--- config.mk ---
export PLATFORM = sky130hd
export DESIGN_NAME = step_sched
export DESIGN_NICKNAME = d
export VERILOG_FILES = /design/src/rtl/step_sched_pkg.sv /design/src/rtl/step_sched_watchdog.sv /design/src/rtl/step_sched.sv
export SDC_FILE = /design/constraint.sdc
export NUM_CORES = 1
export LEC_CHECK = 0
export BUFFER_PORTS_ARGS = -buffer_cell sky130_fd_sc_hd__buf_2
export CAP_MARGIN = 10
export CORE_MARGIN = 4
export CORE_UTILIZATION = 60
export DETAILED_ROUTE_END_ITERATION = 10
export PLACE_DENSITY = 0.83
export SLEW_MARGIN = 5
export SYNTH_ARGS = -nofsm -noshare
export SYNTH_HDL_FRONTEND = slang
export SYNTH_SLANG_ARGS = --single-unit
--- constraint.sdc ---
create_clock -name clk_i -period 4.03 [get_ports clk_i]
set_clock_uncertainty 0.05 [all_clocks]
set_input_delay 0.403 -clock clk_i [delete_from_list [all_inputs] [get_ports clk_i]]
set_output_delay 0.403 -clock clk_i [all_outputs]
set_load 0.05 [all_outputs]
--- src/rtl/step_sched_pkg.sv ---
// Shared definitions for the elimination-line sequencer: FSM encoding and the
// helpers that derive block/phase counts from the matrix and line geometry.
package step_sched_pkg;

  typedef enum logic [2:0] {
    ST_IDLE  = 3'd0,
    ST_ISSUE = 3'd1,
    ST_WAIT  = 3'd2,
    ST_ADV   = 3'd3,
    ST_END   = 3'd4
  } state_e;

  function automatic int clog2_f(input int value);
    return (value <= 1) ? 1 : $clog2(value);
  endfunction

  // NB: column blocks per row of blocks
  function automatic int nb_f(input int k, input int n);
    return k / n;
  endfunction

  // NP: elimination phases, ceil(L/N)
  function automatic int np_f(input int l, input int n);
    return (l + n - 1) / n;
  endfunction

  // DELAY: pipeline depth of the attached step line
  function automatic int delay_f(input int n, input int block);
    return (n - 1) / block + 1;
  endfunction

endpackage

--- src/rtl/step_sched_watchdog.sv ---
// Loadable down-counter; expire_o flags the last enabled cycle of the window.
module step_sched_watchdog #(
  parameter int W    = 6,
  parameter int LOAD = 63
) (
  input  logic clk_i,
  input  logic rst_i,
  input  logic load_i,
  input  logic en_i,
  output logic expire_o
);

  logic [W-1:0] cnt_q;

  always_ff @(posedge clk_i or posedge rst_i) begin
    if (rst_i) begin
      cnt_q <= '0;
    end else if (load_i) begin
      cnt_q <= W'(LOAD);
    end else if (en_i && (cnt_q != '0)) begin
      cnt_q <= cnt_q - 1'b1;
    end
  end

  assign expire_o = en_i && (cnt_q == '0);

endmodule

--- src/rtl/step_sched.sv ---
// Sequencer for the systolic elimination line: one pivot pass and the trailing
// apply passes per phase, with fail / watchdog / host-abort termination.
//
// state | meaning
// IDLE  | waiting for go
// ISSUE | pass coordinates ready, held off by hold
// WAIT  | pass in flight, watchdog running
// ADV   | pick next pass or finish; issues directly when hold is low
// END   | done pulse cycle, busy already low
module step_sched
  import step_sched_pkg::*;
#(
  parameter int N     = 4,
  parameter int L     = 8,
  parameter int K     = 16,
  parameter int BLOCK = 4,
  parameter int TMO   = 64
) (
  input  logic                                         clk_i,
  input  logic                                         rst_i,
  input  logic                                         go_i,
  input  logic                                         abort_i,
  input  logic                                         hold_i,
  output logic                                         busy_o,
  output logic                                         done_o,
  output logic                                         fail_o,
  output logic                                         timeout_o,
  output logic [clog2_f(np_f(L, N) + 1)-1:0]           phase_o,
  output logic                                         step_start_o,
  output logic                                         step_functionA_o,
  output logic                                         step_last_phase_o,
  output logic [clog2_f(nb_f(K, N) + 1)-1:0]           step_col_block_o,
  output logic [clog2_f(L * K / N + 2 * N + 1)-1:0]    step_first_pass_rows_o,
  input  logic                                         step_done_i,
  input  logic                                         step_fail_i
);

  localparam int NB_C    = nb_f(K, N);
  localparam int NP_C    = np_f(L, N);
  localparam int DLY_C   = delay_f(N, BLOCK);
  // A watchdog shorter than one full pass would fire on healthy hardware
  localparam int TMO_MIN = L + 2 * N + DLY_C + 5;
  localparam int TMO_EFF = (TMO >= TMO_MIN) ? TMO : TMO_MIN;
  localparam int PH_W    = clog2_f(NP_C + 1);
  localparam int CB_W    = clog2_f(NB_C + 1);
  localparam int FPR_W   = clog2_f(L * K / N + 2 * N + 1);
  localparam int WD_W    = clog2_f(TMO_EFF);

  localparam logic [PH_W-1:0] PH_LAST = PH_W'(NP_C - 1);
  localparam logic [CB_W-1:0] CB_LAST = CB_W'(NB_C - 1);

  state_e            state_q;
  logic [PH_W-1:0]   phase_q;
  logic [CB_W-1:0]   blk_q;
  logic              busy_q, done_q, fail_q, timeout_q, abort_q;
  logic              start_q, fn_a_q, last_q;
  logic [CB_W-1:0]   col_q;
  logic [FPR_W-1:0]  rows_q;

  logic [PH_W-1:0]   iss_phase;
  logic [CB_W-1:0]   iss_blk;
  logic [FPR_W-1:0]  iss_rows;
  logic              iss_pivot, adv_more, stop_req, issue_now, wd_expire;

  always_comb begin
    iss_phase = phase_q;
    iss_blk   = blk_q;
    adv_more  = 1'b0;
    if (state_q == ST_ADV) begin
      if (blk_q < CB_LAST) begin
        iss_blk  = blk_q + 1'b1;
        adv_more = 1'b1;
      end else if (phase_q < PH_LAST) begin
        iss_phase = phase_q + 1'b1;
        iss_blk   = CB_W'(phase_q) + 1'b1;
        adv_more  = 1'b1;
      end
    end
    iss_pivot = (iss_blk == CB_W'(iss_phase));
    iss_rows  = FPR_W'(iss_phase) * FPR_W'(L) + FPR_W'(iss_phase) * FPR_W'(N);
  end

  assign stop_req  = abort_q || fail_q || timeout_q;
  assign issue_now = !hold_i &&
                     ((state_q == ST_ISSUE) ||
                      ((state_q == ST_ADV) && !stop_req && adv_more));

  step_sched_watchdog #(
    .W    (WD_W),
    .LOAD (TMO_EFF - 1)
  ) u_watchdog (
    .clk_i    (clk_i),
    .rst_i    (rst_i),
    .load_i   (issue_now),
    .en_i     (state_q == ST_WAIT),
    .expire_o (wd_expire)
  );

  always_ff @(posedge clk_i or posedge rst_i) begin
    if (rst_i) begin
      state_q   <= ST_IDLE;
      phase_q   <= '0;
      blk_q     <= '0;
      busy_q    <= 1'b0;
      done_q    <= 1'b0;
      fail_q    <= 1'b0;
      timeout_q <= 1'b0;
      abort_q   <= 1'b0;
      start_q   <= 1'b0;
      fn_a_q    <= 1'b0;
      last_q    <= 1'b0;
      col_q     <= '0;
      rows_q    <= '0;
    end else begin
      start_q <= 1'b0;
      done_q  <= 1'b0;
      if ((state_q != ST_IDLE) && abort_i) abort_q <= 1'b1;

      if (issue_now) begin
        start_q <= 1'b1;
        fn_a_q  <= iss_pivot;
        col_q   <= iss_blk;
        last_q  <= (iss_phase == PH_LAST);
        rows_q  <= iss_pivot ? iss_rows : '0;
        phase_q <= iss_phase;
        blk_q   <= iss_blk;
      end

      unique case (state_q)
        ST_IDLE: begin
          if (go_i) begin
            phase_q   <= '0;
            blk_q     <= '0;
            fail_q    <= 1'b0;
            timeout_q <= 1'b0;
            abort_q   <= 1'b0;
            busy_q    <= 1'b1;
            state_q   <= ST_ISSUE;
          end
        end
        ST_ISSUE: begin
          if (issue_now) state_q <= ST_WAIT;
        end
        // fail and timeout also pass through ADV so every ending sees done 2 cycles later
        ST_WAIT: begin
          if (step_done_i) begin
            if (step_fail_i && fn_a_q) fail_q <= 1'b1;
            state_q <= ST_ADV;
          end else if (wd_expire) begin
            timeout_q <= 1'b1;
            state_q   <= ST_ADV;
          end
        end
        ST_ADV: begin
          if (stop_req || !adv_more) begin
            done_q  <= 1'b1;
            busy_q  <= 1'b0;
            state_q <= ST_END;
          end else if (issue_now) begin
            state_q <= ST_WAIT;
          end else begin
            phase_q <= iss_phase;
            blk_q   <= iss_blk;
            state_q <= ST_ISSUE;
          end
        end
        ST_END: begin
          state_q <= ST_IDLE;
        end
        default: state_q <= ST_IDLE;
      endcase
    end
  end

  assign busy_o                 = busy_q;
  assign done_o                 = done_q;
  assign fail_o                 = fail_q;
  assign timeout_o              = timeout_q;
  assign phase_o                = phase_q;
  assign step_start_o           = start_q;
  assign step_functionA_o       = fn_a_q;
  assign step_last_phase_o      = last_q;
  assign step_col_block_o       = col_q;
  assign step_first_pass_rows_o = rows_q;

endmodule

After elaboration in Yosys (flattened, before gate mapping)
Cells that the tools add are included.
{"block": "classes", "n_eq_ne": 13, "addsub": 5, "n_reduce_logical": 25, "mux": 45, "order_cmp": 2}
{"operator": "2-to-1 mux 3 bit", "count": 12}
{"operator": "2-to-1 mux 6 bit", "count": 3}
{"operator": "2-to-1 mux 1 bit", "count": 16}
{"operator": "2-to-1 mux 2 bit", "count": 8}
{"operator": "inequality test 2 bit (second input constant)", "count": 6}
{"operator": "case mux 3 bit (4 select lines)", "count": 1}
{"operator": "AND reduction 4 bit", "count": 2}
{"operator": "logical AND 1 bit", "count": 7}
{"operator": "adder 5 x 4 -> 6 bit", "count": 1}
{"operator": "equality test 3 x 2 -> 1 bit (second input constant)", "count": 2}
{"operator": "logical NOT 6 bit", "count": 1}
{"operator": "case mux 1 bit (2 select lines)", "count": 3}
{"operator": "case mux 3 bit (2 select lines)", "count": 1}
{"operator": "AND reduction 3 bit", "count": 2}
{"operator": "nonzero test 2 bit", "count": 3}
{"operator": "nonzero test 6 bit", "count": 1}
{"operator": "subtractor 6 x 1 -> 6 bit (second input constant)", "count": 1}
{"operator": "logical OR 1 bit", "count": 4}
{"operator": "case mux 2 bit (2 select lines)", "count": 1}
{"operator": "adder 2 x 1 -> 3 bit (second input constant)", "count": 1}
{"operator": "adder 3 x 1 -> 3 bit (second input constant)", "count": 1}
{"operator": "equality test 3 x 1 -> 1 bit (second input constant)", "count": 1}
{"operator": "equality test 3 x 2 -> 1 bit", "count": 1}
{"operator": "logical NOT 1 bit", "count": 3}
{"operator": "8 further kinds", "count": 8}
{"block": "word_totals", "regBits": 31, "output_inout_bits": 18}

Depth between registers and ports, before layout
{"block": "logic_depth", "depth_word": 11, "ltp_mapped": 8, "ltp_nobuf": 8}

Hierarchy
From an unflattened synthesis, not the netlist that was laid out.
{"block": "unflattened", "hier_cells": 180, "area_unflattened_um2": 1786.7}
{"module": "step_sched", "n_inst": 1, "seq_area_each_um2": 575.6, "area_each_um2": 1352.5, "cells_per_inst": 137}
{"module": "step_sched_watchdog", "n_inst": 1, "seq_area_each_um2": 150.1, "area_each_um2": 434.2, "cells_per_inst": 43}

Least setup slack after synthesis
No wires, ideal clock.
{"block": "synth_timing", "path_type": "register to register", "start": "register phase_q[0] (netlist: phase_o[0])", "end": "register rows_q[4] (netlist: step_first_pass_rows_o[4])", "setup_time_ps": 95, "arrival_time_ps": 2090, "stages_incl_launch_ff": 8, "path_slack_ps": 1794, "synth_period_minus_slack_ps": 2236, "cell_sequence": "dfrtp_1 inv_1 ha_1 nand4b_1 mux2_4 a21oi_2 nand4_4 o31ai_1"}
{"block": "synth_via", "elab_chain_cells": 7, "elab_cells_between_ends": 18}
{"element": "start, declared", "line_no": "step_sched.sv:53", "source": "logic [PH_W-1:0] phase_q;"}
{"element": "start signal, assigned", "line_no": "step_sched.sv:125", "source": "phase_q <= iss_phase;"}
{"element": "start signal, assigned", "line_no": "step_sched.sv:162", "source": "phase_q <= iss_phase;"}
{"element": "branches (longest 7 deep; another with adder 5 x 4 -> 6 bit)"}
{"element": "end signal, assigned", "line_no": "step_sched.sv:124", "source": "rows_q <= iss_pivot ? iss_rows : '0;"}
{"element": "end, declared", "line_no": "step_sched.sv:58", "source": "logic [FPR_W-1:0] rows_q;"}
Parallel ways; which one is timed is not known.
A chain may end at the register's enable or synchronous reset.

Worst setup path in the final report
{"block": "layout_timing", "start": "register phase_q[0] (netlist: phase_o[0])", "end": "register rows_q[4] (netlist: step_first_pass_rows_o[4])"}
{"block": "layout_via", "elab_chain_cells": 7, "elab_cells_between_ends": 18}
{"element": "less-than comparator 2 x 1 -> 1 bit", "line_no": "step_sched.sv:73", "source": "end else if (phase_q < PH_LAST) begin"}
{"element": "2-to-1 mux 1 bit", "line_no": "step_sched.sv:73"}
{"element": "2-to-1 mux 1 bit", "line_no": "step_sched.sv:70", "source": "if (blk_q < CB_LAST) begin"}
{"element": "2-to-1 mux 1 bit", "line_no": "step_sched.sv:69", "source": "if (state_q == ST_ADV) begin"}
{"element": "logical AND 1 bit", "line_no": "step_sched.sv:86", "source": "((state_q == ST_ADV) && !stop_req && adv_more));"}
{"element": "logical OR 1 bit", "line_no": "step_sched.sv:85", "source": "((state_q == ST_ISSUE) ||"}
{"element": "logical AND 1 bit", "line_no": "step_sched.sv:84", "source": "assign issue_now = !hold_i &&"}
{"element": "via issue_now", "line_no": "step_sched.sv:63", "source": "logic iss_pivot, adv_more, stop_req, issue_now, wd_expire;"}
The timed path passes the listed nets, and every way through them passes these cells.

==> impl_metrics.csv <==
group,metric,value,unit
outcome,status,"completed",
routing,firstDrtPassIters,4,
logic_synthesis,synthFlopType,"dfrtp_1",
worst_setup_path,rr_worst_depth,7,
logic_synthesis,synth_seq_cells,29,
routing,wl_per_cell,16.0,um
logic_synthesis,syn_area_per_cell,9.72,um^2
worst_setup_path,slowest_stage,"a211o_1",
cts,cts_buffers,5,
floorplanning,die_y,60.6,um
job,cap_viol_max_count,0,
timing,hold_violations,0,
floorplanning,rows,18,
worst_setup_path,cp_max_fo,17,
worst_setup_path,critPathCaptureType,"flip-flop",
global_route,grt_usage,0.234,
timing,tightest_slew,1070,ps
routing,vias,1301,
routing,dr_wl_met3,221,um
logic_synthesis,netlist_area,1660,um^2
cts,post_cts_resized,0,
floorplanning,start_util,0.647,
worst_setup_path,crit_chain,"inv_1 -> ha_1 -> o21ai_2 -> a211o_1 -> inv_6 -> nand4_4 -> o31ai_1",
cells_and_area,nFillCells,204,
timing,tns,0,ps
timing,finalSetupViolCount,0,
min_path,min_path_type,"input pin to flip-flop",
placed_design,routabilityCongestion,0.844,
worst_setup_path,slowest_delay,560,ps
cells_and_area,area_growth,9.19,%
worst_setup_path,required,4220,ps
logic_synthesis,ys_top_cells_by_count,"29 x dfrtp_1, 21 x nand2_1, 15 x nor2_1",
placed_design,place_area,1750,um^2
power,peakVddDrop,0.000499,V
timing,fin_ws,1810,ps
routing,m1WireLength,1550,um
cts,clkSlewWorstSetupHoldPaths,110,ps
cells_and_area,fin_nets,207,
cts,htreeDepth,2,
min_path,hold_path_end,"abort_q",
cells_and_area,n_antenna_cell,0,
timing,rsz0062_at_grt,"no",
floorplanning,core_area,2570,um^2
cts,cts_tree,"done",
cts,hold_buffers,0,
worst_setup_path,r2r-start,"phase_o[0]",
logic_synthesis,yosysWarningCount,0,
routing,routed_wl,3590,um
routing,top_layer_used,"met4",
timing,max_freq,450,MHz
placed_design,detailedPlace.worstSlack,1850,ps
floorplanning,die_area,3680,um^2
timing,holdWs,245,ps
worst_setup_path,crit_type,"flip-flop to flip-flop",
cts,post_cts_buffers,0,
cts,insertion_delay,340,ps
worst_setup_path,crit_arrival,2410,ps
routing,drt_iter0_drc,81,
floorplanning,io_pins,25,
logic_synthesis,yosys-top-cells-area,"dfrtp_1 44%, ha_1 5.3%, nand2_1 4.7%, nor2_1 3.4%, xnor2_1 3.2%",
global_route,grt_start_max_net_pins,30,
logic_synthesis,synth.most_common_cell,"dfrtp_1",
routing,ant_nets,0,
cells_and_area,finalCoreUtilization,0.707,
logic_synthesis,synth_cells,171,
routing,wl_met2,1760,um
min_path,holdPathStages,3,
power,p_leak,0.861,nW
logic_synthesis,seq_area_frac_synth,0.437,
floorplanning,die_w,60.6,um
min_path,hold_path_startpoint,"abort_i",
worst_setup_path,r2r-end,"step_first_pass_rows_o[4]",
logic_synthesis,netlist.area_leader.share,0.437,
cells_and_area,fin_area,1810,um^2
timing,slew_violations,0,
routing,drc,0,
timing,slew_headroom,0.287,
logic_synthesis,synth_edf_count,0,
worst_setup_path,r2r_setup_slack,1810,ps
cts,cts.sinks,29,
cells_and_area,multi_input_area,826,um^2
global_route,grt-ovfl-total,0,
cells_and_area,regArea,726,um^2
cts,cts_buffer_depth,2,
placed_design,portBuffers,22,
power,p_per_area,652,nW/um^2
worst_setup_path,critPathLaunchType,"flip-flop",
timing,post-route-period-util,0.551,
global_route,grt_pass1_vias,1324,
placed_design,dpl.hpwl,2620,um
logic_synthesis,synth_top_cell_by_area,"dfrtp_1",
cts,cts-root-buf,"clkbuf_4",
routing,viasPerCell,5.81,
global_route,grt_pass1_wl,6200,um
logic_synthesis,async_flop_share,1.00,
global_route,antenna_found_initial,0,
logic_synthesis,ys_types,46,
cells_and_area,drive_gt1_frac,0.242,
timing,period_needed,2220,ps
==> cell usage in the layout, fill, tap and decap left out, types with 2 or more instances in the layout <==
cell type,instances
dfrtp_1,29
buf_2,22
nand2_1,21
nor2_1,15
inv_1,11
a21oi_1,8
nand3_1,7
ha_1,7
nand2b_1,6
xnor2_1,6
o21ai_0,6
clkbuf_4,5
a21oi_2,4
o21ai_1,4
o31ai_1,4
nor3_1,3
mux2i_1,3
a31oi_1,2
conb_1,2
==> worst max path at each step <==
stage                          start                   endpoint  slack, ps
after floorplan           phase_o[0]  step_first_pass_rows_o[4]       1790
final                     phase_o[0]  step_first_pass_rows_o[4]       1810
after detailed placement  phase_o[0]  step_first_pass_rows_o[4]       1850
after CTS                 phase_o[0]  step_first_pass_rows_o[4]       1840
after global placement    phase_o[0]  step_first_pass_rows_o[4]       1960
after global routing      phase_o[0]  step_first_pass_rows_o[4]       1670
==> worst max-delay path, delay by kind of cell, from the launching register on <==
| kind | cells | cell delay, ps |
|---|---|---|
| AO/OA/AOI/OAI | 3 | 910 |
| flip-flops | 1 | 450 |
| buffers and inverters | 2 | 290 |
| adder cells (fa/ha/maj) | 1 | 280 |
| AND/OR/NAND/NOR | 1 | 120 |
==> stage by stage <==
stage | power (mW) | std cells
after floorplan | 0.885 | 172
after global placement | 0.964 | 216
final | 1.18 | 224
after CTS | 1.18 | 224
after detailed placement | 0.983 | 216
after global routing | 1.26 | 224
==> final cells by class <==
cell class / count / area share
flip-flops and latches: 29 / 0.400
clock buffers: 6 / 0.0283
inverters: 12 / 0.0276
well taps: 30 / 0.0207
repair buffers: 22 / 0.0607
multi-input cells: 123 / 0.455
clock inverters: 2 / 0.00759
==> routing by layer <==
layer  vias to the layer above  track usage
met3                         8       0.0787
met5                         -            0
li1                        630            -
met1                       613        0.296
met4                         0       0.0991
met2                        50        0.366
==> cell families (layout without fill, tap and decap cells) <==
logic type / Yosys count / count (layout) / share of synthesized area
and+or+nand+nor: 65 / 65 / 0.217
AOI/OAI and AO/OA: 39 / 39 / 0.164
DFF: 29 / 29 / 0.437
buffers and inverters: 20 / 42 / 0.0685
adders and majority gates: 7 / 7 / 0.0527
xor gates and xnor gates: 6 / 6 / 0.0316
muxes: 4 / 4 / 0.0271
other: 1 / 2 / 0.00226
==> report_power, final <==
part	internal [mW]	total (mW)	switching (mW)
sequential	0.364	0.451	0.0873
combinational	0.167	0.533	0.366
clock	0.0849	0.199	0.114
==> sequential cells by signal, indices dropped and copies added, names as in the netlist <==
register,flops
timeout_o,1
step_functionA_o,1
step_last_phase_o,1
abort_q,1
done_o,1
u_watchdog.cnt_q,6
fail_o,1
step_col_block_o,3
step_start_o,1
phase_o,2
busy_o,1
state_q,3
step_first_pass_rows_o,4
blk_q,3
Note: power is estimated with default switching activity, not from simulation.
